===== src/rtl/omsp_hash_frontend_p.sv =====
// Host-side frontend for the Sancus hash cores: packs 8/16-bit host writes into
// CORE_W-bit core words, sequences core commands on a clock enable and serialises the hash.
module omsp_hash_frontend_p #(
   parameter int CORE_W = 32,
   parameter int CE_DIV = 2,
   parameter int CNT_W  = $clog2(CORE_W/8+1)
) (
   input  logic              clk,
   input  logic              rst,
   input  logic [1:0]        cmd_in,
   input  logic [15:0]       data_in,
   input  logic              data_size,
   output logic [15:0]       hash_out,
   output logic              busy,
   output logic              ready_for_data,
   output logic              err,
   output logic              core_ce,
   output logic [1:0]        core_cmd,
   output logic [CORE_W-1:0] core_data,
   output logic [CNT_W-1:0]  core_bytes,
   output logic              core_data_valid,
   input  logic              core_data_ack,
   input  logic              core_busy,
   input  logic [CORE_W-1:0] core_hash,
   input  logic              core_hash_valid,
   output logic              core_hash_ack
);

   localparam int NB = CORE_W / 8;
   localparam int NS = CORE_W / 16;
   localparam int SI_W = $clog2(NS);
   localparam logic [CNT_W-1:0] NB_C = CNT_W'(NB);
   localparam logic [CNT_W:0]   NB_X = (CNT_W+1)'(NB);
   localparam logic [SI_W-1:0]  SI_LAST = SI_W'(NS-1);

   logic [3:0]        ce_cnt;
   logic [CORE_W-1:0] packer, pk_n, xfer_data;
   logic [CNT_W-1:0]  pc, pc_n, xfer_bytes, wr_n;
   logic [CNT_W:0]    wr_sum;
   logic              xfer, hold_free, fits, wr_cycle, rd_cycle, wr_ok, prev_wr;
   logic [7:0]        b_first;
   logic [1:0]        cmd_eff, cmd_next;
   logic [CORE_W-1:0] rb_buf;
   logic [SI_W-1:0]   si;
   logic              rb_full, hash_load;

   // Places one byte into lane pos of the word, lane 0 being the most significant byte.
   function automatic logic [CORE_W-1:0] put_byte(input logic [CORE_W-1:0] w,
                                                  input logic [CNT_W-1:0] pos,
                                                  input logic [7:0] b);
      logic [CORE_W-1:0] r;
      r = w;
      for (int k = 0; k < NB; k++)
         if (pos == CNT_W'(k)) r[CORE_W-1-8*k -: 8] = b;
      return r;
   endfunction

   assign core_ce = (ce_cnt == 4'(CE_DIV-1));

   always_ff @(posedge clk or posedge rst)
      if (rst)          ce_cnt <= '0;
      else if (core_ce) ce_cnt <= '0;
      else              ce_cnt <= ce_cnt + 4'd1;

   assign wr_cycle       = (cmd_in == 2'b10);
   assign rd_cycle       = (cmd_in == 2'b01);
   assign cmd_eff        = (cmd_in == 2'b11) ? 2'b00 : cmd_in;
   assign hold_free      = !core_data_valid || (core_ce && core_data_ack);
   assign wr_n           = data_size ? CNT_W'(2) : CNT_W'(1);
   assign wr_sum         = {1'b0, pc} + {1'b0, wr_n};
   assign fits           = (wr_sum <= NB_X);
   assign ready_for_data = hold_free || fits;
   assign wr_ok          = wr_cycle && ready_for_data;
   assign busy           = core_busy || core_data_valid || (pc != '0) || (cmd_next != core_cmd);

   // A full packer drains first so a new write starts a fresh word; a word write
   // at the last lane completes the current word and spills its low byte into the next.
   always_comb begin
      pk_n       = packer;
      pc_n       = pc;
      xfer       = 1'b0;
      xfer_data  = '0;
      xfer_bytes = '0;
      b_first    = data_size ? data_in[15:8] : data_in[7:0];
      if (pc == NB_C && hold_free) begin
         xfer = 1'b1; xfer_data = packer; xfer_bytes = NB_C; pk_n = '0; pc_n = '0;
      end
      if (wr_ok) begin
         pk_n = put_byte(pk_n, pc_n, b_first);
         pc_n = pc_n + CNT_W'(1);
         if (data_size) begin
            if (pc_n == NB_C && !xfer) begin
               xfer = 1'b1; xfer_data = pk_n; xfer_bytes = NB_C; pk_n = '0; pc_n = '0;
            end
            pk_n = put_byte(pk_n, pc_n, data_in[7:0]);
            pc_n = pc_n + CNT_W'(1);
         end
      end
      if (!xfer && hold_free && (pc_n == NB_C || (!wr_cycle && pc_n != '0))) begin
         xfer = 1'b1; xfer_data = pk_n; xfer_bytes = pc_n; pk_n = '0; pc_n = '0;
      end
   end

   always_ff @(posedge clk or posedge rst)
      if (rst) begin
         packer          <= '0;
         pc              <= '0;
         core_data       <= '0;
         core_bytes      <= '0;
         core_data_valid <= 1'b0;
      end else begin
         packer <= pk_n;
         pc     <= pc_n;
         if (xfer) begin
            core_data       <= xfer_data;
            core_bytes      <= xfer_bytes;
            core_data_valid <= 1'b1;
         end else if (core_ce && core_data_ack) begin
            core_data_valid <= 1'b0;
         end
      end

   // Overflow is sticky until the host starts a fresh write run.
   always_ff @(posedge clk or posedge rst)
      if (rst) begin
         err     <= 1'b0;
         prev_wr <= 1'b0;
      end else begin
         prev_wr <= wr_cycle;
         if (wr_cycle && !ready_for_data) err <= 1'b0 | 1'b1;
         else if (wr_cycle && !prev_wr)  err <= 1'b0;
      end

   // The core keeps seeing write while a partial word still sits in the packer.
   always_ff @(posedge clk or posedge rst)
      if (rst) begin
         cmd_next <= 2'b00;
         core_cmd <= 2'b00;
      end else begin
         if (cmd_eff != core_cmd && (ready_for_data || !busy)) cmd_next <= cmd_eff;
         if (core_ce && !(pc != '0 && core_cmd == 2'b10)) core_cmd <= cmd_next;
      end

   assign hash_load     = !rb_full && core_hash_valid && core_ce;
   assign core_hash_ack = hash_load;

   always_ff @(posedge clk or posedge rst)
      if (rst) begin
         rb_buf  <= '0;
         rb_full <= 1'b0;
         si      <= '0;
      end else if (hash_load) begin
         rb_buf  <= core_hash;
         rb_full <= 1'b1;
         si      <= '0;
      end else if (rd_cycle && rb_full) begin
         if (si == SI_LAST) begin
            rb_full <= 1'b0;
            si      <= '0;
         end else begin
            si <= si + SI_W'(1);
         end
      end

   always_comb begin
      hash_out = '0;
      if (rb_full)
         for (int k = 0; k < NS; k++)
            if (si == SI_W'(k)) hash_out = rb_buf[CORE_W-1-16*k -: 16];
   end

endmodule


===== config.mk =====
export PLATFORM = sky130hd
export DESIGN_NAME = omsp_hash_frontend_p
export DESIGN_NICKNAME = d
export VERILOG_FILES = /design/src/rtl/omsp_hash_frontend_p.sv
export SDC_FILE = /design/constraint.sdc
export NUM_CORES = 1
export LEC_CHECK = 0
export CORE_UTILIZATION = 54
export CTS_BUF_LIST = sky130_fd_sc_hd__clkbuf_16
export DETAILED_ROUTE_END_ITERATION = 8
export GPL_TIMING_DRIVEN = 0
export PLACE_DENSITY_LB_ADDON = 0.15
export RECOVER_POWER = 100
export SLEW_MARGIN = 20
export SYNTH_ARGS = -nofsm -noshare
export SYNTH_HDL_FRONTEND = slang
export SYNTH_SLANG_ARGS = --single-unit

===== constraint.sdc =====
create_clock -name clk -period 5.3 [get_ports clk]
set_input_delay 1.06 -clock clk [delete_from_list [all_inputs] [get_ports clk]]
set_output_delay 1.06 -clock clk [all_outputs]
set_load 0.005 [all_outputs]

Word level (Yosys, flattened, before mapping). Index checks and enable logic that the tools add are counted.

Register bits: 115. Word-level logic and storage cells: 126.

Equality and inequality tests: 16. Reduce and logical (&&, ||, !) cells: 40. Mux-type cells: 51. $lt $le $gt $ge: 1. Add/sub/neg operators: 5.

Operators by type and width (number): $mux W32 (10); $mux W8 (9); $mux W3 (12); $mux W16 (2); $logic_and A1 B1 Y1 (15); $mux W1 (15); $eq A3 B2 Y1 const B (4); $eq A3 B3 Y1 const B (3); $logic_not A1 Y1 (9); $reduce_bool A2 Y1 (4); $logic_or A1 B1 Y1 (7); $add A3 B1 Y3 const B (2); $eq A2 B2 Y1 const B (3); $eq A3 B1 Y1 const B (2); $logic_not A3 Y1 (2); $reduce_bool A3 Y1 (2); $add A3 B2 Y4 (1); $add A4 B1 Y4 const B (1); $eq A4 B1 Y1 const B (1); $le A4 B3 Y1 const B (1); $mux W2 (2); $mux W4 (1); $ne A2 B2 Y1 (2); $eq A2 B1 Y1 const B (1); 2 further kinds (2).

Depth between registers and ports, before layout.
Depth after elaboration: 20. Depth in mapped cells: 20. Depth with buffers taken out: 15.

Least setup slack after synthesis. Ideal clock, no wire load.

Path type: input to register. Start: input core_data_ack. End: register core_data[16]. Setup time: 0.136 ns. Cell stages on the path: 17. Path slack: 1.057 ns. Arrival time: 4.107 ns. Path through: nand2_1 -> o211a_1 -> buf_2 -> clkbuf_1 -> inv_1 -> ha_1 -> nor4bb_1 -> a211oi_1 -> ha_1 -> mux2i_1 -> o41ai_1 -> a21oi_1 -> a211oi_4 -> nand2b_1 -> buf_4 -> buf_4 -> o211ai_1.

Longest elaborated chain between the ends: 18. Elaborated cells between the ends (all ways): 41.

RTL lines: start: declaration (RTL line 22) `input logic core_data_ack,`; $logic_and A1 B1 Y1 (*) (RTL line 68) `assign hold_free = !core_data_valid || (core_ce && core_data_ack);`; $logic_or A1 B1 Y1 (*) (RTL line 68); $logic_and A1 B1 Y1 (RTL line 85) `if (pc == NB_C && hold_free) begin`; $mux W3 (RTL line 85); $add A3 B1 Y3 (RTL line 90) `pc_n = pc_n + CNT_W'(1);`; $eq A3 B3 Y1 (RTL line 92) `if (pc_n == NB_C && !xfer) begin`; $logic_and A1 B1 Y1 (RTL line 92); $mux W3 (RTL line 92); [2 not listed]; $add A3 B1 Y3 (RTL line 96) `pc_n = pc_n + CNT_W'(1);`; $mux W3 (RTL line 91) `if (data_size) begin`; $mux W3 (RTL line 88) `if (wr_ok) begin`; $reduce_bool A3 Y1 (RTL line 99) `if (!xfer && hold_free && (pc_n == NB_C || (!wr_cycle && pc_n != '0))) begin`; $logic_and A1 B1 Y1 (RTL line 99); $logic_or A1 B1 Y1 (RTL line 99); $logic_and A1 B1 Y1 (RTL line 99); $mux W32 / $mux W1 (equally long branches) (RTL line 99); end signal: assignment (RTL line 115) `core_data <= xfer_data;`; end: declaration (RTL line 19) `output logic [CORE_W-1:0] core_data,`.

Mark *: on every way between the ends. The rest lies on a longest branch, timed or not. The select of a mux whose other input is x is not followed. A chain may end at the register's enable or synchronous reset.

Final worst setup path.
Start: input data_size. End: output ready_for_data.

Longest elaborated chain between the ends: 4.

RTL lines: start: declaration (RTL line 12) `input logic data_size,`; $mux W2 (RTL line 69) `assign wr_n = data_size ? CNT_W'(2) : CNT_W'(1);`; $add A3 B2 Y4 (RTL line 70) `assign wr_sum = {1'b0, pc} + {1'b0, wr_n};`; $le A4 B3 Y1 (RTL line 71) `assign fits = (wr_sum <= NB_X);`; $logic_or A1 B1 Y1 (RTL line 72) `assign ready_for_data = hold_free || fits;`; end: declaration (RTL line 15) `output logic ready_for_data,`.

Every way passes these cells.

==> flow_summary.ini <==
[sta]
setup_viol = 0
max_slew_margin_pct = -36.8
slew_violations = 84
finalCritPeriodShare_pct = 96.3
finalCriticalPeriod_ns = 5.10
finClkSkew_ns = 0.00862
fmax_mhz = 196
setup_ws_ns = 0.198
rsz0062_at_grt = false
tightest_slew_ns = 2.05
timing.final.hold_violations = 0

[cells_and_area]
fillerInstances = 956
drive_above_1_share_pct = 7.43
final_cell_mix = 138 x nand2_1, 115 x dfrtp_1, 63 x o211ai_1
final_core_util_pct = 71.2
seqCellArea_um2 = 2880
final_net_count = 931
multi_input_area_um2 = 3480
area_delta_synth_final_pct = 28.9
final_common_cell = nand2_1
diodes = 0

[routing]
wirelength_um = 22000
final_antenna_net_count = 0
drt-wirelength-per-cell_um = 21.6
initialDrtViolationCount = 880
drc = 4
dr_total_vias = 6715
first_pass_iters = 9
drt-vias-per-instance = 6.57

[setup_path]
crit_required_ns = 4.24
max_stage_delay_ns = 0.62
cpMaxStageDelayCell = clkdlybuf4s50_1
path_cells = clkdlybuf4s50_1 > clkbuf_4 > inv_1 > ha_1 > inv_1 > fa_1 > nor2b_1 > o22ai_2 > nand2_1 > clkdlybuf4s50_1
worstPathMaxFanout = 19
cp-end-kind = output port
worstSetupStartpointType = input pin
path_class = input pin to output port
cp.arrival_ns = 4.04
worstRegToRegCells = 19

[status]
status = complete, but fails checks
violations = design-rule violations, max-capacitance violations, max-slew violations

[clocking]
worstSkewPairLatency_ns = 0.42
cts_hold_buf = 0
cts_setup_buffers = 0
clk_pin_slew_ns = 0.05
cts_tree = yes
root_buffer = clkbuf_16
ctsLongestPathBuffers = 2
cts-buffers-inserted = 17
htree_levels = 4
cts.sinks = 115

[die]
start_util_pct = 55.3
core_area_um2 = 12000
fp-row-count = 40
die_w_um = 113
ios = 115
design.die.area_um2 = 12700
die_y_um = 113

[power_and_ir_drop]
power.leakage_nw = 3.87
seq_power_share_pct = 30.5
power.internal_mw = 2.99
swShare_pct = 39.6
combinationalPowerShare_pct = 46.7
switchingPower_mw = 1.96
ir_drop_mv = 0.343
clkPwrFrac_pct = 22.8
power.total_mw = 4.95
power.density_nw_per_um2 = 578

[synthesis]
async_flop_share_pct = 100
avgSynthCellArea_um2 = 9.09
synth_edf_count = 0
yosysWarnings = 0
syn_nets = 798
synthDistinctLibCells = 57
synth_cells = 730
netlist_area_um2 = 6640
synth_flop_cell = dfrtp_1
ys_seq_area_share_pct = 43.3
ys_seq_elements = 115

[global_route]
use_met2_pct = 52.7
antenna_found_initial = 0
grt_use_met3_pct = 11.5
grt_use_met1_pct = 48.9
grt_pass1_vias = 6540
grt_pass1_wl_um = 34700
grtUsageTotal_pct = 35.8
grt_overflow_total = 0
busiest_layer = met2
grt_max_degree = 84

[placed_design]
pre_cts_ws_ns = -0.527
hpwl_um = 15200
portBuffers = 114
gp_congestion = 0.940

[flow_run]
cap_violations = 2

[worst_hold_path]
holdCritPathClass = flip-flop to flip-flop
worstHoldPathCells = 2
==> final cells by class <==
cell class | count | area share (%)
sequential | 115 | 33.6
clock buffer | 17 | 4.97
inverter | 15 | 0.687
timing repair buffer | 116 | 13.5
clock inverter | 14 | 1.71
multi-input combinational | 547 | 40.7
buffer | 51 | 2.73
tap | 147 | 2.15
==> through the flow <==
stage               hold WS, ns  TNS, ns  cell area [um^2]  instances
finish                    0.472        0              8560       1022
global route              0.498        0              8560       1022
CTS                       0.475        0              8580       1022
detailed placement        0.462   -28.74              8010        993
global placement          0.458   -63.14              7960        991
floorplan                 0.445        0              6640        730
==> Yosys cell counts, drive strengths merged (18+ instances only) <==
library cell | count | area, um^2
a21oi | 22 | 114
nor2b | 23 | 144
buf | 19 | 103
a22o | 18 | 158
dfrtp | 115 | 2880
nand2 | 138 | 518
a22oi | 46 | 345
clkbuf | 34 | 129
o211ai | 63 | 473
o21ai | 30 | 150
nor2 | 61 | 229
mux2i | 26 | 260
==> per-layer routing <==
layer	wire, um	vias to the layer above
met3	2530	79
met5	0	-
met1	9100	3235
met4	716	0
li1	-	2952
met2	9690	449
==> registers in the layout (all words and copies together) (netlist names), 2 cells and up <==
register,cells
cmd_next,2
core_bytes,3
rb_buf,32
packer,32
pc,3
ce_cnt,4
core_cmd,2
core_data,32
==> timing repair <==
action / CTS / global route
pin swaps: 0 / 0
cloned: 0 / 0
endpoints found under the setup margin: 35 / 61
resized for setup: 3 / 6
hold endpoints to repair: 0 / 0
==> worst paths after layout <==
check                      startpoint              to  slack [ns]
max                         data_size  ready_for_data        0.20
min                        rb_buf[30]      rb_buf[30]        0.47
max reg2reg                     pc[1]    core_data[8]        0.36
min reg2reg                rb_buf[30]      rb_buf[30]        0.47
max in group asynchronous         rst         prev_wr        1.25
min in group asynchronous         rst    core_data[6]        1.43
==> worst max-delay path: cells and delay by family <==
kind,cells,cell delay (ns)
adders and majority gates,2,0.64
and+or+nand+nor,2,0.39
AOI/OAI and AO/OA,1,0.30
buffers and inverters,5,1.66
==> power by group through the flow <==
stage / Combinational (mW) / Clock (mW) / Sequential (mW)
2_1_floorplan: 1.41 / 0 / 1.46
3_3_place_gp: 2.25 / 0 / 1.49
4_1_cts: 2.35 / 1.14 / 1.50
3_5_place_dp: 2.31 / 0 / 1.51
5_1_grt: 2.51 / 1.17 / 1.55
6_report: 2.31 / 1.13 / 1.51
==> kinds of logic (layout without fill, tap and decap cells) <==
| family | after synthesis | count (layout) | share of synthesized area [%] |
|---|---|---|---|
| fa+ha+maj | 12 | 12 | 2.37 |
| buf+inv | 68 | 213 | 4.35 |
| simple gates | 254 | 254 | 16.6 |
| mux | 36 | 36 | 5.62 |
| flops | 115 | 115 | 43.3 |
| xor+xnor | 6 | 6 | 0.792 |
| compound gates | 239 | 239 | 26.9 |
No activity file was read; power rests on OpenSTA's default activity.
